===== config.mk =====
export PLATFORM = sky130hd
export DESIGN_NAME = mmio_port_bank_flat
export DESIGN_NICKNAME = d
export VERILOG_FILES = /design/src/rtl/mmio_port_bank_if.sv /design/src/rtl/mmio_port_bank.sv /design/src/flat_wrapper.sv
export SDC_FILE = /design/constraint.sdc
export NUM_CORES = 1
export LEC_CHECK = 0
export CAP_MARGIN = 10
export CORE_ASPECT_RATIO = 0.75
export CORE_UTILIZATION = 52
export CTS_CLUSTER_DIAMETER = 200
export DETAILED_ROUTE_END_ITERATION = 8
export GPL_TIMING_DRIVEN = 0
export MAX_ROUTING_LAYER = met4
export PLACE_DENSITY = 0.79
export SLEW_MARGIN = 20
export SYNTH_ARGS = -nofsm -noshare
export SYNTH_HDL_FRONTEND = slang
export SYNTH_SLANG_ARGS = --single-unit

===== constraint.sdc =====
create_clock -name clk -period 2.8 [get_ports clk]
set_input_delay 0.7 -clock clk [delete_from_list [all_inputs] [get_ports clk]]
set_output_delay 0.7 -clock clk [all_outputs]
set_load 0.05 [all_outputs]

===== src/rtl/mmio_port_bank_if.sv =====
// CPU-side bus of the port bank: address/direction/write data from the 6502,
// registered read data and the combinational window decode back to the top.
interface mmio_port_bank_if;
  logic [15:0] address;
  logic        read_write;
  logic [7:0]  data_in;
  logic [7:0]  data_out;
  logic        chip_select;

  modport master (
    output address, read_write, data_in,
    input  data_out, chip_select
  );

  modport slave (
    input  address, read_write, data_in,
    output data_out, chip_select
  );
endinterface


===== src/rtl/mmio_port_bank.sv =====
// NUM_PORTS bidirectional 8-bit ports in a 16-byte window: OR/DDR/IFR/IER per port,
// three-stage input synchronisers, rising-edge flags, write strobes, 1-cycle read latency.
module mmio_port_bank #(
  parameter logic [15:0] BASE_ADDR = 16'hFFF0,
  parameter int          NUM_PORTS = 2
) (
  input  logic                   clk,
  input  logic                   reset,
  mmio_port_bank_if.slave        bus,
  input  logic [8*NUM_PORTS-1:0] port_in,
  output logic [8*NUM_PORTS-1:0] port_out,
  output logic [8*NUM_PORTS-1:0] port_dir,
  output logic [NUM_PORTS-1:0]   port_strobe,
  output logic                   irq
);
  logic [7:0]           r_or  [NUM_PORTS];
  logic [7:0]           r_ddr [NUM_PORTS];
  logic [7:0]           r_ifr [NUM_PORTS];
  logic [7:0]           r_ier [NUM_PORTS];
  logic [7:0]           r_s1  [NUM_PORTS];
  logic [7:0]           r_s2  [NUM_PORTS];
  logic [7:0]           r_s3  [NUM_PORTS];
  logic [7:0]           r_data_out;
  logic [NUM_PORTS-1:0] r_strobe;
  logic                 r_irq;

  logic       w_cs;
  logic       w_we;
  logic [1:0] w_port;
  logic [1:0] w_reg;
  logic [7:0] w_rd_dat;
  logic       w_irq_any;

  assign w_cs   = (bus.address[15:4] == BASE_ADDR[15:4]);
  assign w_we   = w_cs & bus.read_write;
  assign w_port = bus.address[3:2];
  assign w_reg  = bus.address[1:0];

  assign bus.chip_select = w_cs;
  assign bus.data_out    = r_data_out;
  assign port_strobe     = r_strobe;
  assign irq             = r_irq;

  for (genvar g = 0; g < NUM_PORTS; g++) begin : g_pack
    assign port_out[8*g +: 8] = r_or[g];
    assign port_dir[8*g +: 8] = r_ddr[g];
  end

  // Offsets beyond the last implemented port match no p and fall through as 8'h00.
  always_comb begin
    w_rd_dat  = 8'h00;
    w_irq_any = 1'b0;
    for (int p = 0; p < NUM_PORTS; p++) begin
      w_irq_any = w_irq_any | (|(r_ifr[p] & r_ier[p]));
      if (w_port == 2'(p)) begin
        case (w_reg)
          2'd0:    w_rd_dat = (r_or[p] & r_ddr[p]) | (r_s2[p] & ~r_ddr[p]);
          2'd1:    w_rd_dat = r_ddr[p];
          2'd2:    w_rd_dat = r_ifr[p];
          default: w_rd_dat = r_ier[p];
        endcase
      end
    end
  end

  always_ff @(posedge clk) begin
    if (reset) begin
      for (int p = 0; p < NUM_PORTS; p++) begin
        r_or[p]  <= 8'h00;
        r_ddr[p] <= 8'h00;
        r_ifr[p] <= 8'h00;
        r_ier[p] <= 8'h00;
        r_s1[p]  <= 8'h00;
        r_s2[p]  <= 8'h00;
        r_s3[p]  <= 8'h00;
      end
      r_data_out <= 8'h00;
      r_strobe   <= '0;
      r_irq      <= 1'b0;
    end else begin
      r_data_out <= w_cs ? w_rd_dat : 8'h00;
      r_irq      <= w_irq_any;
      for (int p = 0; p < NUM_PORTS; p++) begin
        r_s1[p]     <= port_in[8*p +: 8];
        r_s2[p]     <= r_s1[p];
        r_s3[p]     <= r_s2[p];
        r_strobe[p] <= w_we && (w_port == 2'(p)) && (w_reg == 2'd0);
        if (w_we && (w_port == 2'(p))) begin
          case (w_reg)
            2'd0:    r_or[p]  <= bus.data_in;
            2'd1:    r_ddr[p] <= bus.data_in;
            2'd3:    r_ier[p] <= bus.data_in;
            default: ;
          endcase
        end
        // A new edge is OR-ed in after the write-1-clear, so set wins a collision.
        r_ifr[p] <= (r_ifr[p] &
                     ~((w_we && (w_port == 2'(p)) && (w_reg == 2'd2)) ? bus.data_in : 8'h00))
                    | (r_s2[p] & ~r_s3[p] & ~r_ddr[p]);
      end
    end
  end
endmodule


===== src/flat_wrapper.sv =====
// flat-port wrapper written by rule: the top's interface ports become plain ports
module mmio_port_bank_flat 
#(
  parameter logic [15:0] BASE_ADDR = 16'hFFF0,
  parameter int          NUM_PORTS = 2
)
  (clk, reset, port_in, port_out, port_dir, port_strobe, irq, bus_address, bus_read_write, bus_data_in, bus_data_out, bus_chip_select);
  mmio_port_bank_if bus_i ();
  input  logic clk;
  input  logic reset;
  input  logic [8*NUM_PORTS-1:0] port_in;
  output logic [8*NUM_PORTS-1:0] port_out;
  output logic [8*NUM_PORTS-1:0] port_dir;
  output logic [NUM_PORTS-1:0] port_strobe;
  output logic irq;
  input wire logic [$bits(bus_i.address)-1:0] bus_address;
  input wire logic [$bits(bus_i.read_write)-1:0] bus_read_write;
  input wire logic [$bits(bus_i.data_in)-1:0] bus_data_in;
  output wire logic [$bits(bus_i.data_out)-1:0] bus_data_out;
  output wire logic [$bits(bus_i.chip_select)-1:0] bus_chip_select;
  assign bus_i.address = bus_address;
  assign bus_i.read_write = bus_read_write;
  assign bus_i.data_in = bus_data_in;
  assign bus_data_out = bus_i.data_out;
  assign bus_chip_select = bus_i.chip_select;
  mmio_port_bank #(.BASE_ADDR(BASE_ADDR), .NUM_PORTS(NUM_PORTS)) u_core (.clk(clk), .reset(reset), .bus(bus_i), .port_in(port_in), .port_out(port_out), .port_dir(port_dir), .port_strobe(port_strobe), .irq(irq));
endmodule

; Yosys cells after proc, flatten, opt, wreduce, memory -nomap -nowiden
; Memory sizes are Yosys's and may differ from the RTL's.
; Index checks and enable logic that the tools add are counted.
; Widths: inputs -> output; s select.
[word_totals]
ff_bits = 11
latch_bits = 0
mem_bits_rw = 112
mem_bits_ro = 0
inputBits = 43
out_inout_bits = 44
elab_cells = 109
memories = 7
[mem_list]
columns = name, words, width, rd, rd_ports_with_merged_regs, write_ports, line
row1 = u_core.r_ddr, 2, 8, 2, 0, 2, mmio_port_bank.sv:17  ; logic [7:0] r_ddr [NUM_PORTS];
row2 = u_core.r_ier, 2, 8, 2, 0, 2, mmio_port_bank.sv:19  ; logic [7:0] r_ier [NUM_PORTS];
row3 = u_core.r_ifr, 2, 8, 2, 0, 2, mmio_port_bank.sv:18  ; logic [7:0] r_ifr [NUM_PORTS];
row4 = u_core.r_or, 2, 8, 2, 0, 2, mmio_port_bank.sv:16  ; logic [7:0] r_or [NUM_PORTS];
row5 = u_core.r_s1, 2, 8, 2, 0, 2, mmio_port_bank.sv:20  ; logic [7:0] r_s1 [NUM_PORTS];
row6 = u_core.r_s2, 2, 8, 2, 0, 2, mmio_port_bank.sv:21  ; logic [7:0] r_s2 [NUM_PORTS];
row7 = +1 memories, -, -, -, -, -, -
[classes]
addsub = 0
mul = 0
div = 0
n_lt_le_gt_ge = 0
eq_ne = 5
shift = 0
n_mux = 44
bitwise = 39
n_reduce_logical = 11
[op_table]
columns = operator, count
row1 = $mux 8, 18
row2 = $and 8x8->8, 12
row3 = $not 8->8, 6
row4 = $pmux 8 s3, 2
row5 = $or 8x8->8, 4
row6 = $mux 1, 24
row7 = $reduce_or 8->1, 2
row8 = $or 1x1->1, 15
row9 = $eq 12x12->1 const B, 1
row10 = $logic_and 1x1->1, 6
row11 = $eq 2x1->1 const B, 2
row12 = $eq 2x2->1 const B, 2
row13 = $logic_not 2->1, 2
row14 = $reduce_or 2->1, 1
row15 = $and 1x1->1, 1
row16 = $not 1->1, 1

; Longest topological paths before layout
; Gate-level depths: netlist (run 1).
[logic_depth]
word_depth = 9
depth_mapped = 6
depth_no_buf = 4

; Worst setup path after synthesis (run 1)
; OpenSTA, ideal clock, no wires.
[synth_timing]
kind = input to register
start = in bus_address[1]
end = mem u_core.r_ddr[1][2] (netlist: u_core.r_ddr[0][10]), enable pin
setup_time_ps = 384
arrival_ps = 2012
t_required_ps = 2416
slack_ps = 404
path_stages = 6
n_path_buf = 3
cell_sequence = buf_2 -> buf_6 -> clkinv_1 -> buf_2 -> nand2_1 -> o21ai_0
[synth_rtl]
columns = element, line
row1 = "start, declared", flat_wrapper.sv:16  ; input wire logic [$bits(bus_i.address)-1:0] bus_address;
row2 = "end, declared", mmio_port_bank.sv:17

; Final worst setup path (run 1)
[layout_timing]
start = in bus_address[6]
end = out bus_chip_select
[layout_between]
elab_chain_len = 1
[layout_rtl]
columns = element, line
row1 = $eq 12x12->1, mmio_port_bank.sv:34  ; assign w_cs = (bus.address[15:4] == BASE_ADDR[15:4]);
row2 = "end, declared", flat_wrapper.sv:20  ; output wire logic [$bits(bus_i.chip_select)-1:0] bus_chip_select;
; No other way between the ends.

==> results of run 1 <==
-- routing by layer --
metal / share of wire (%) / vias up
met5: 0 / -
met4: 2.3 / 0
met3: 8.9 / 36
met2: 48 / 249
met1: 41 / 1932
li1: - / 1797
-- metrics by stage --
step	cells	hold WS, ps	cell area, µm²	setup slack, ps	power [mW]
4_1_cts	682	436	6490	-54.7	4.66
2_1_floorplan	435	414	4830	404	2.24
3_3_place_gp	648	417	5840	-1060	2.44
6_report	681	435	6500	120	4.65
5_1_grt	681	448	6500	-3.68	4.77
3_5_place_dp	650	423	5870	-722	2.44
-- power by group through the flow --
stage / Sequential, mW / Combinational (mW) / Clock [mW]
global route: 2.00 / 0.447 / 2.32
finish: 1.99 / 0.423 / 2.24
floorplan: 2.10 / 0.146 / 0
detailed placement: 2.03 / 0.416 / 0
global placement: 2.03 / 0.410 / 0
CTS: 1.99 / 0.419 / 2.25
-- state kept, by name, indices dropped and copies added (netlist names) --
register and count:
u_core.bus.data_out 8, u_core.irq 1, u_core.port_strobe 2, u_core.r_ddr 16
u_core.r_ier 16, u_core.r_ifr 16, u_core.r_or 16, u_core.r_s1 16
u_core.r_s2 16, u_core.r_s3 16
-- area by class of cell --
type                    count  share of cell area [%]
well taps                 128                    2.47
repair buffers             87                    13.3
inverters                   2                   0.116
clock inverters             7                    1.10
flip-flops and latches    123                    45.3
plain buffers              20                    1.58
multi-input cells         289                    27.6
clock buffers              25                    8.47
-- worst min-delay path by stage --
stage | slack [ps] | cells past startpoint | end
finish | 430 | 1 | u_core.r_s2[0][1]
global route | 450 | 1 | u_core.r_s2[0][7]
CTS | 440 | 1 | u_core.r_s2[0][11]
detailed placement | 420 | 1 | u_core.r_s2[0][11]
global placement | 420 | 1 | u_core.r_s2[0][0]
floorplan | 410 | 1 | u_core.r_s2[0][0]
-- timing repair --
| action | in CTS | in global routing |
|---|---|---|
| hold buffers | 0 | 0 |
| hold endpoints to repair | 0 | 0 |
| resized for setup | 5 | 2 |
| endpoints found under the setup margin | 17 | 44 |
| gates cloned | 0 | 0 |
-- cells by family after synthesis --
kind of cell	share of synthesized area, %
AO/OA/AOI/OAI	14.4
buffers and inverters	2.36
flip-flops	60.9
AND/OR/NAND/NOR	22.4
-- cell usage in the layout, fill, tap and decap left out, types with 2 or more instances in the layout --
| master | instances |
|---|---|
| nand4_1 | 2 |
| and2_1 | 24 |
| clkbuf_1 | 12 |
| edfxtp_1 | 48 |
| inv_4 | 3 |
| clkinv_4 | 2 |
| buf_4 | 3 |
| a21oi_1 | 16 |
| a22oi_1 | 2 |
| nor2b_1 | 48 |
| nor2_1 | 18 |
| a31oi_1 | 9 |
| clkdlybuf4s50_1 | 84 |
| o21ai_2 | 2 |
| nand2_1 | 50 |
| and4_1 | 6 |
| a311oi_2 | 9 |
| nor3_2 | 3 |
| o31ai_2 | 2 |
| o221ai_1 | 16 |
| clkbuf_16 | 21 |
| o21ai_0 | 22 |
| buf_6 | 2 |
| and3_1 | 2 |
| dfxtp_1 | 75 |
| nand2b_1 | 17 |
| a221oi_1 | 3 |
| a311oi_1 | 7 |
| nor3_1 | 16 |
| buf_2 | 7 |
| a22o_1 | 3 |
| o21ai_1 | 4 |
==> impl_results.md, run 1 <==
* Critical path's largest stage delay at 480 ps
* Top delay family on crit path: buffers and inverters
* Nets@finish at 583
* CP Capture Type: primary output
* Die area at 9690 µm²
* Antenna diodes at 0
* Global-route track usage on met2 at 51.6%
* Layout Skew at 13.2 ps
* DR iter-0 viols at 377
* EDFF count, synth at 48
* Largest net degree at the start of global routing at 17
* Worst setup path start: bus_address[6]
* Top-area cell type share of the netlist area at 31.1%
* R2R Setup Slk at 1390 ps
* Overflow after GRT at 0
* Setup TNS at 0 ps
* Yosys warnings at 0
* CP required at 2100 ps
* Synth Instances at 435
* Met1 GRT Util at 39.0%
* Worst setup path endpoint: bus_chip_select
* Worst R2R Start: u_core.r_ddr[0][13]
* Fraction of layout cells with a size suffix above 1 at 10.8%
* Psw at 1.09 mW
* Row count at 30
* Syn nets at 478
* I/O Buffers at 85
* Synth Cell Area at 4830 µm²
* Status: complete, no violations
* Slew Viols, Final at 0
* Drt wl/cell at 20.7 µm
* Post-synth top cells: 75 x dfxtp_1, 50 x nand2_1, 48 x edfxtp_1, 48 x nor2b_1, 26 x o21ai_0
* Sw Ratio at 23.5%
* Flop pwr share at 42.8%
* Crit share post-route at 95.7%
* Pint at 3.56 mW
* CTS buffer count at 17
* Max Cap Violations at 0
* Dpl hpwl at 10.1 mm
* Initial antenna violation count at 0
* Min Tclk post-route at 2680 ps
* RePlAce Congestion at 0.901
* Post-synth ARST share at 0%
* Cell Pwr Density at 716 nW/µm²
* Clk buf depth at 2
* Register area at 2940 µm²
* Clk root buf: clkbuf_16
* Worst Hold Class: register to register
* CP arrival at 1980 ps
* HP Start: u_core.r_s1[0][1]
* # setup viols final at 0
* # IOs at 87
* Die Ht at 85.5 µm
* Slowest stage cell, crit path: clkdlybuf4s50_1
* Vias per cell at 5.89
* Die Wd at 113 µm
* Final core utilization at 71.8%
* H-tree depth at 4
* Pleak at 2.26 nW
* Hold Vio Cnt, Final at 0
* CP cell instances: clkdlybuf4s50_1, and4_1, and3_1, clkdlybuf4s15_2
* Worst r2r dst: u_core.bus.data_out[5]
* Combinational fraction of design power at 9.1%
* Tightest Pin Transition at 926 ps
* Drt total wl at 14.1 mm
* Antenna Violating Nets Remaining at 0
* Largest cells by area after synthesis: dfxtp_1 31%, edfxtp_1 30%, nor2b_1 6.2%, nand2_1 3.9%, and2_1 3.1%
* R2R cell count at 4
* Worst Path Buf+Inv at 2
* Latest clock arrival within the worst-skew pair at 410 ps
* Area leader, netlist: dfxtp_1
* Core area at 9050 µm²
* Multi-input gate area at 1790 µm²
* CP startpoint kind: input pin
* WP depth at 4
* CTS clock-pin slew for the worst setup and hold paths at 60 ps
* Post-synthesis to final-layout area growth at 34.4%
* Prevailing post-synth register cell: dfxtp_1
* Total GRT Usage at 31.8%
* Critical path peak fanout at 4
* TritonRoute pass-1 iters at 5
* Fmax at 373 MHz
* Clock sink count at 123
* RSZ-0062 raised after global routing: yes
* Count leader, synth: dfxtp_1
* Synthesized area per cell at 11.1 µm²
* First-pass GRT wire length at 21.4 mm
* Yosys cell types at 38
* Vias in the first global route at 3919
* Post-CTS Setup Repair Bufs at 0
* Max VDD drop at 436 µV
* CTS tree: yes
* Post-synthesis sequential area ratio at 60.9%
* CP Class: input pin to primary output
* DRC violations left at 0
* Clock Power Share at 48.1%
* Initial Utilization at 53.4%
* Fill count at 658
* Top Usage Layer GRT: met2
* Relative slew slack at 37.9%
* DR vias at 4014
* Post-synthesis register bit count at 123
* GR met3 Demand/Resource at 7.07%
(Power assumes the default switching activity.)
==> run 2: changes to the inputs <==
Settings changed: GPL_ROUTABILITY_DRIVEN set to 0, TNS_END_PERCENT set to 50.
==> impl_results.md, run 2 (same netlist as run 1, synthesis figures left out) <==
* CTS Hold Buffers Added at 0
* Vias in the first global route at 3887
* H-tree depth at 4
* Relative slew slack at 54.5%
* Hold Path Depth at 1
* CP arrival at 2830 ps
* Initial antenna violation count at 0
* Nets@finish at 584
* Max VDD drop at 499 µV
* Clock Power Share at 46.4%
* Drt total wl at 13.3 mm
* Met2 WL at 6.19 mm
* Total power draw at 4.50 mW
* Latest clock arrival within the worst-skew pair at 410 ps
* First-pass GRT wire length at 20.5 mm
* Die area at 9690 µm²
* Placed Cells at 650
* Fill count at 624
* Initial Utilization at 53.4%
* Psw at 1.05 mW
* Layout Skew at 7.90 ps
* Slew Viols, Final at 0
* Critical path peak fanout at 10
* Drt wl/cell at 19.5 µm
* Die Ht at 85.5 µm
* Fmax at 358 MHz
* CP required at 2840 ps
* I/O Buffers at 85
* Combinational fraction of design power at 9.4%
* Clock sink count at 123
* Register area at 2940 µm²
* Cell Pwr Density at 698 nW/µm²
* Largest net degree at the start of global routing at 17
* Status: complete, no violations
* CP Class: input pin to register
* CTS clock-pin slew for the worst setup and hold paths at 50 ps
* Antenna diodes at 0
* Flop pwr share at 44.2%
* Fraction of layout cells with a size suffix above 1 at 10.5%
* R2R Setup Slk at 1340 ps
* Worst Hold Class: register to register
* TritonRoute pass-1 iters at 7
* Row count at 30
* Antenna Violating Nets Remaining at 0
* Multi-input gate area at 1800 µm²
* Max Cap Violations at 0
* DR iter-0 viols at 554
* # IOs at 87
* Min-Delay Endpoint: u_core.r_s2[0][5]
* Min Tclk post-route at 2790 ps
* Metal3 WL at 1.50 mm
* Dpl cell area at 5870 µm²
* RSZ-0062 raised after global routing: yes
* Worst R2R Start: u_core.r_ddr[0][10]
* Vias per cell at 6.06
* Pint at 3.45 mW
* Crit share post-route at 99.7%
* Total GRT Usage at 29.9%
* Clk root buf: clkbuf_16
* Pleak at 2.23 nW
* Tightest Pin Transition at 683 ps
* Core area at 9050 µm²
* Sw Ratio at 23.4%
* HP Start: u_core.r_s1[0][5]
* Overflow after GRT at 0
* CP startpoint kind: input pin
* Met1 wire length at 5.34 mm
* Clk buf depth at 2
* Post-synthesis to final-layout area growth at 33.4%
* CTS tree: yes
* Hold Vio Cnt, Final at 0
* # setup viols final at 0
* Final core utilization at 71.3%
* DRC violations left at 0
* Most frequent cells in the layout: 84 x clkdlybuf4s50_1, 75 x dfxtp_1, 50 x nand2_1
* Finished Cell Area at 6450 µm²
* DR vias at 4131
* R2R cell count at 4
* Worst r2r dst: u_core.bus.data_out[2]
* Most common cell after layout, fill and taps aside: clkdlybuf4s50_1
* CP Capture Type: register
* Max layer used: met4
* Dpl hpwl at 9.54 mm
* Fin cells at 682
* CTS buffer count at 17
* Post-CTS Setup Repair Bufs at 0
* Die Wd at 113 µm
-- run 2: changes by cell type in the layout (fill, tap and decap cells not counted), sizes merged --
| cell | before | now |
|---|---|---|
| clkbuf | 34 | 38 |
| clkdlybuf4s15 | 1 | 0 |
| inv | 4 | 3 |
| clkinv | 4 | 3 |
-- run 2: power by group through the flow --
| stage | clock (mW) | combinational [mW] | sequential [mW] |
|---|---|---|---|
| final | 2.09 | 0.423 | 1.99 |
| after floorplan | 0 | 0.146 | 2.10 |
| after detailed placement | 0 | 0.410 | 2.02 |
| after CTS | 2.10 | 0.415 | 1.99 |
| after global routing | 2.18 | 0.445 | 1.99 |
| after global placement | 0 | 0.398 | 2.02 |
-- run 2: worst max-delay path by stage --
| stage | from | to | cells after the start |
|---|---|---|---|
| after global routing | bus_address[0] | u_core.r_ddr[0][11] | 5 |
| final | bus_address[0] | u_core.r_ddr[0][11] | 5 |
| after global placement | bus_address[0] | u_core.r_ddr[0][3] | 5 |
| after CTS | bus_address[0] | u_core.r_ddr[0][11] | 5 |
| after floorplan | bus_address[1] | u_core.r_ddr[0][10] | 6 |
| after detailed placement | bus_address[0] | u_core.r_ier[0][11] | 5 |
-- run 2: metal layers --
metal	vias up	GRT usage, %
li1	1803	-
met1	1954	38.2
met2	327	46.5
met3	47	7.49
met4	0	11.0
met5	-	-
-- run 2: through the flow --
stage	hold WS, ps	setup slack (ps)	TNS (ps)
finish	434	7.72	0
global route	454	-76.8	-1640
floorplan	414	404	0
detailed placement	420	-796	-19820
CTS	433	-125	-1730
global placement	425	-843	-35060
-- run 2: cell type report --
| cell class | instances | share of cell area [%] |
|---|---|---|
| plain buffers | 21 | 1.65 |
| clock buffers | 27 | 8.00 |
| clock inverters | 5 | 0.815 |
| inverters | 2 | 0.116 |
| multi-input cells | 289 | 27.9 |
| flip-flops and latches | 123 | 45.6 |
| well taps | 128 | 2.48 |
| repair buffers | 87 | 13.4 |
-- run 2: critical path, stage by stage --
cell,delay [ps]
clkdlybuf4s50_1,620
buf_2,350
clkbuf_1,460
nand2_1,180
o21ai_2,510
-- run 2: what timing repair did --
item	CTS	global route
gates resized for setup	5	3
pin swaps	0	0
endpoints found under the setup margin	33	33
==> RTL change 1 (config.mk and constraints of run 1) <==
`r_data_out` no longer has a reset.
--- a/src/rtl/mmio_port_bank.sv
+++ b/src/rtl/mmio_port_bank.sv
@@ -74,11 +74,9 @@
         r_s2[p]  <= 8'h00;
         r_s3[p]  <= 8'h00;
       end
-      r_data_out <= 8'h00;
       r_strobe   <= '0;
       r_irq      <= 1'b0;
     end else begin
-      r_data_out <= w_cs ? w_rd_dat : 8'h00;
       r_irq      <= w_irq_any;
       for (int p = 0; p < NUM_PORTS; p++) begin
         r_s1[p]     <= port_in[8*p +: 8];
@@ -100,5 +98,9 @@
       end
     end
   end
+
+  always_ff @(posedge clk) begin
+    r_data_out <= w_cs ? w_rd_dat : 8'h00;
+  end
 endmodule
 
Formal check against the unedited RTL: differs if reset is asserted again (counterexample within 4 cycles, from zero or initial values and one cycle with reset high); with reset held inactive, the same outputs for 10 cycles.
==> RTL change 1 against run 1 <==
- routed wire length is 4.0% higher
- final cell count fell by 3.8%
- power shrank 1.7%
- non-clock buffer count up 6
- clock skew down 0.0075 ns
- cell area fell by 1.9%
- area after synthesis down 1.6%
- worst setup slack worse by 0.093 ns
- critical path depth grew 2
- sequential cell count is the same
- die area fell by 1.5%
- hold slack got worse by 0.0023 ns
- largest cell class unchanged
==> RTL change 1: results (changes against run 1) <==
stage,metric,value,unit,change
finish,Non-Clock Buffer Count,113,,+5.6%
place,post-placement cell count,622,,-4.3%
routing,via count,4038,,+0.60%
finish,comb_multi_in,278,,-3.8%
global_route,grt met2 use,54.9,%,+3.2 points
finish,fraction of area in clock buffers and inverters,9.26,%,-0.31 points
worst_hold_path,min-delay src,u_core.r_s1[0][0]$_SDFF_PP0_,,
global_route,all-layer global routing usage,34.3,%,+2.5 points
routing,met2 WL,6.95,mm,+2.6%
finish,NonClk Buf Share,15.5,%,+0.54 points
global_route,first-pass GRT wire length,22.8,mm,+6.3%
routing,met3 WL post-DR,1.40,mm,+11%
worst_hold_path,worst hold path class,reg -> reg,,
routing,WL met1,5.86,mm,+2.0%
worst_hold_path,WHS Endpoint,u_core.r_s2[0][0]$_SDFF_PP0_,,
finish,register area,2940,µm²,unchanged
finish,# fillers,593,,-9.9%
finish,clkbuf count,20,,-20%
place,# port buffers,84,,-1.2%
routing,Wirelength per Cell,22.4,µm,+8.1%
global_route,largest net degree at the start of global routing,19,,+2
yosys,synth unique cells,33,,-13%
yosys,Avg Inst Size Synth,11.1,µm²,-0.41%
finish,multi-input gate share of total cell area,26.9,%,-0.75 points
worst_setup_path,Critical Path AT,2.07,ns,+0.09 ns
power,combinational logic power,0.000417,W,-1%
power,Pleak,2.24,nW,-0.62%
yosys,top post-synthesis cells by count,"75 x dfxtp_1, 48 x edfxtp_1, 48 x nor2b_1",,
place,GP Congestion,0.946,,+5.0%
timing,final hold slack,0.432,ns,-0.00233 ns
worst_setup_path,RR Endpoint,u_core.bus.data_out[2]$_SDFF_PP0_,,
yosys,"Cell Area, Synth",4760,µm²,-1.6%
power,Clk pwr share,47.3,%,-0.8 points
place,pre-CTS WS,-0.972,ns,-0.251 ns
worst_setup_path,worst-path fanout max,2,,-2
global_route,met1 GRT Util,42.3,%,+3.3 points
run_status,status,"finished, final reports clean",,
routing,number of DRC markers in iteration 0,617,,+64%
power,clock-net power,0.00217,W,-3%
routing,Total Wirelength,14.7,mm,+4.0%
timing,Setup Skew,0.00568,ns,-0.00747 ns
global_route,met3 Track Usage GR,7.64,%,+0.58 points
power,Net Sw Frac,25.7,%,+2.2 points
power,Max VDD drop,703,µV,+61%
worst_setup_path,FF-to-FF Start,u_core.r_ddr[0][2]$_DFFE_PP_,,
yosys,post-synthesis mux area share,0,%,unchanged
global_route,vias in the first global route,4063,,+3.7%
yosys,Synth area leaders,"dfxtp_1 32%, edfxtp_1 30%, nor2b_1 6.3%",,
finish,Seq area share,46.2,%,+0.86 points
finish,layout cells sized above 1,9.32,%,-1.5 points
finish,Final Net Count,578,,-0.86%
timing,max_slew headroom,39.0,%,+1.2 points
yosys,post-synthesis net count,473,,-1.0%
==> RTL change 1: repair_timing <==
item	4_1_cts	5_1_grt
pin swaps	2	2
setup endpoints to repair	9	17
gates resized for setup	14	1
setup buffers	3	0
==> RTL change 1: worst max-delay path, stage by stage <==
cell             delay, ns
clkdlybuf4s50_1       0.48
nand4_1               0.14
or3_4                 0.41
buf_12                0.14
inv_1                 0.06
buf_6                 0.15
==> RTL change 1: worst max-delay path by stage <==
stage / end / startpoint / cells past startpoint / slack (ns)
final: bus_chip_select / bus_address[10] / 6 / 0.03
after global routing: bus_chip_select / bus_address[10] / 6 / -0.0003
after CTS: bus_chip_select / bus_address[14] / 6 / 0.0001
after detailed placement: bus_chip_select / bus_address[13] / 7 / -0.97
after global placement: bus_chip_select / bus_address[13] / 7 / -0.95
after floorplan: bus_chip_select / bus_address[13] / 5 / 0.20
==> RTL change 2 (settings of run 1) <==
Made on the original files. `NUM_PORTS` is set to 2 in 2 places; all go to 4.
--- a/src/rtl/mmio_port_bank.sv
+++ b/src/rtl/mmio_port_bank.sv
@@ -2,7 +2,7 @@
 // three-stage input synchronisers, rising-edge flags, write strobes, 1-cycle read latency.
 module mmio_port_bank #(
   parameter logic [15:0] BASE_ADDR = 16'hFFF0,
-  parameter int          NUM_PORTS = 2
+  parameter int          NUM_PORTS = 4
 ) (
   input  logic                   clk,
   input  logic                   reset,
--- a/src/flat_wrapper.sv
+++ b/src/flat_wrapper.sv
@@ -2,7 +2,7 @@
 module mmio_port_bank_flat 
 #(
   parameter logic [15:0] BASE_ADDR = 16'hFFF0,
-  parameter int          NUM_PORTS = 2
+  parameter int          NUM_PORTS = 4
 )
   (clk, reset, port_in, port_out, port_dir, port_strobe, irq, bus_address, bus_read_write, bus_data_in, bus_data_out, bus_chip_select);
   mmio_port_bank_if bus_i ();
Interface: changed (resized port_dir, port_in, port_out and port_strobe); port bits go from 87 to 137. The function was not compared with the original's and may differ.
==> RTL change 2 against run 1 <==
- largest cell class unchanged
- clock power is 39% higher
- the run now ends with setup timing left
- power is 69% higher
- routed wire length is 140% higher
- critical path depth is 1 higher
- cell area is 81% higher
- worst setup slack worse by 0.15 ns
- via count is 97% higher
- global-route usage is 6.1 points higher
- count of clock-buffer cells in the layout is 5 higher
- sequential cell count is 114 higher
- hold slack worse by 0.0074 ns
- utilization is 3.6 points lower
- area after synthesis is 93% higher
==> RTL change 2: results (changes against run 1) <==
stage,metric,value,unit,change
timing,Setup Skew,0.0121,ns,-0.00103 ns
yosys,top post-synthesis cells by count,"141 x dfxtp_1, 136 x nor2_1, 109 x nand2_1",,
global_route,initial antenna violation count,1,,+1
worst_setup_path,R2R Setup Slk,0.96,ns,-0.43 ns
run_status,failing checks,setup timing,,
clock_tree,Clock transition at path regs,0.07,ns,
place,# port buffers,133,,+56%
worst_hold_path,worst hold path class,reg -> reg,,
place,post-placement cell count,1249,,+92%
global_route,all-layer global routing usage,37.9,%,+6.1 points
clock_tree,Num CTS Buffers,23,,+6
yosys,Avg Inst Size Synth,10.6,µm²,-4.8%
global_route,largest net degree at the start of global routing,17,,unchanged
power,Max VDD drop,486,µV,+12%
worst_setup_path,cell family with most CP delay,buffers and inverters,,
yosys,post-synthesis net count,939,,+96%
place,HPWL after detailed placement,23.4,mm,+130%
yosys,"EDFF count, synth",96,,+100%
routing,via count,7910,,+97%
yosys,Synth area leaders,"edfxtp_1 31%, dfxtp_1 30%, nor2b_1 6.7%",,
finish,Final Net Count,1097,,+88%
clock_tree,clock buffer depth,3,,+1
clock_tree,postcts setup bufs,0,,unchanged
yosys,sequential share of the synthesized area,61.3,%,+0.41 points
timing,Setup-failing EPs final,3,,+3
yosys,Compound-Gate Fraction of Synth Area,11.3,%,-3.1 points
yosys,post-synthesis mux area share,3.39,%,+3.4 points
timing,worst-margin pin slew,1.02,ns,+0.0979 ns
worst_setup_path,Slowest cell on crit path,o311ai_0,,
routing,drt via density,6.12,,+3.9%
yosys,synthesized-area fraction occupied by adder cells,0,%,unchanged
timing,min setup slack post-route,-0.0328,ns,-0.153 ns
power,Power Internal,0.00581,W,+63%
place,GP Congestion,1.01,,+12%
clock_tree,Max H-tree Level,1,,-3
power,Pleak,4.08,nW,+81%
finish,# fillers,1356,,+110%
routing,number of DRC markers in iteration 0,1242,,+230%
clock_tree,CTS-repair resized insts,14,,+9
finish,layout cells sized above 1,8.06,%,-2.8 points
global_route,first-pass GRT wire length,48.4,mm,+130%
timing,setup TNS,-0.0650,ns,-0.0650 ns
worst_setup_path,Crit path largest cell delay,0.91,ns,+0.43 ns
run_status,status,"complete, but fails checks",,
clock_tree,Worst-Skew Late Latency,0.51,ns,+0.10 ns
routing,Wirelength per Cell,26.1,µm,+26%
yosys,post-synthesis share of cell area spent on xor and xnor gates,0,%,unchanged
global_route,vias in the first global route,7359,,+88%
yosys,ys async rst share,0,%,unchanged
yosys,synth unique cells,44,,+16%
worst_setup_path,Critical Path AT,3.15,ns,+1.17 ns
worst_setup_path,worst-path fanout max,10,,+6
routing,First-pass DRT Iterations,6,,+1
-- RTL change 2: cell count changes after synthesis, sizes merged, moves of 14 or more --
cell	change
mux4	+14
nand2b	+24
clkbuf	+28
nand2	+59
dfxtp	+66
nor2	+118
a21oi	+18
a311oi	-14
nor3	-15
edfxtp	+48
a22oi	+16
and2	-23
nor2b	+51
-- RTL change 2: path summary, 6_finish.rpt --
check | start | endpoint | cells past startpoint
setup reg to reg | u_core.r_or[1][5]$_SDFFCE_PN0P_ | u_core.bus.data_out[5]$_SDFF_PP0_ | 5
hold / removal | u_core.r_s1[2][3]$_SDFF_PP0_ | u_core.r_s2[2][3]$_SDFF_PP0_ | 1
hold reg to reg | u_core.r_s1[2][3]$_SDFF_PP0_ | u_core.r_s2[2][3]$_SDFF_PP0_ | 1
setup / recovery | bus_address[1] | u_core.bus.data_out[2]$_SDFF_PP0_ | 5
-- RTL change 2: area by class of cell --
cell class | count | share of cell area [%]
sequential | 237 | 48.7
timing repair buffer | 133 | 11.4
multi-input combinational | 586 | 28.9
inverter | 4 | 0.128
tap | 236 | 2.52
buffer | 53 | 2.06
clock inverter | 12 | 1.09
antenna | 1 | 0.0213
clock buffer | 30 | 5.30
-- RTL change 2: routing by layer --
metal	global-route usage [%]	share of wire (%)	wire [µm]	vias to the layer above
li1	-	-	-	3401
met1	53.1	40	13500	3812
met2	52.9	42	14300	623
met3	10.9	14	4870	74
met4	11.8	3.4	1140	0
met5	-	0	0	-
-- RTL change 2: cells by family after synthesis --
| logic type | Yosys count |
|---|---|
| multiplexers | 14 |
| AND/OR/NAND/NOR | 412 |
| flip-flops | 237 |
| AO/OA/AOI/OAI | 160 |
| buffers and inverters | 57 |
-- RTL change 2: stage by stage --
step / total power, W / instance area (µm²) / setup WS (ns) / hold slack, ns
after floorplan: 0.00437 / 9310 / 0.198 / 0.414
after global placement: 0.00476 / 10900 / -0.859 / 0.415
after detailed placement: 0.00477 / 10900 / -0.722 / 0.421
after CTS: 0.00780 / 11700 / 0.0154 / 0.433
after global routing: 0.00801 / 11700 / -0.00304 / 0.453
final: 0.00785 / 11700 / -0.0328 / 0.427
-- RTL change 2: power by group through the flow --
stage | Combinational (W) | Clock (W) | Sequential (W)
floorplan | 0.000314 | 0 | 0.00405
global route | 0.000912 | 0.00324 | 0.00386
global placement | 0.000845 | 0 | 0.00392
finish | 0.000881 | 0.00311 | 0.00385
CTS | 0.000860 | 0.00310 | 0.00384
detailed placement | 0.000855 | 0 | 0.00392
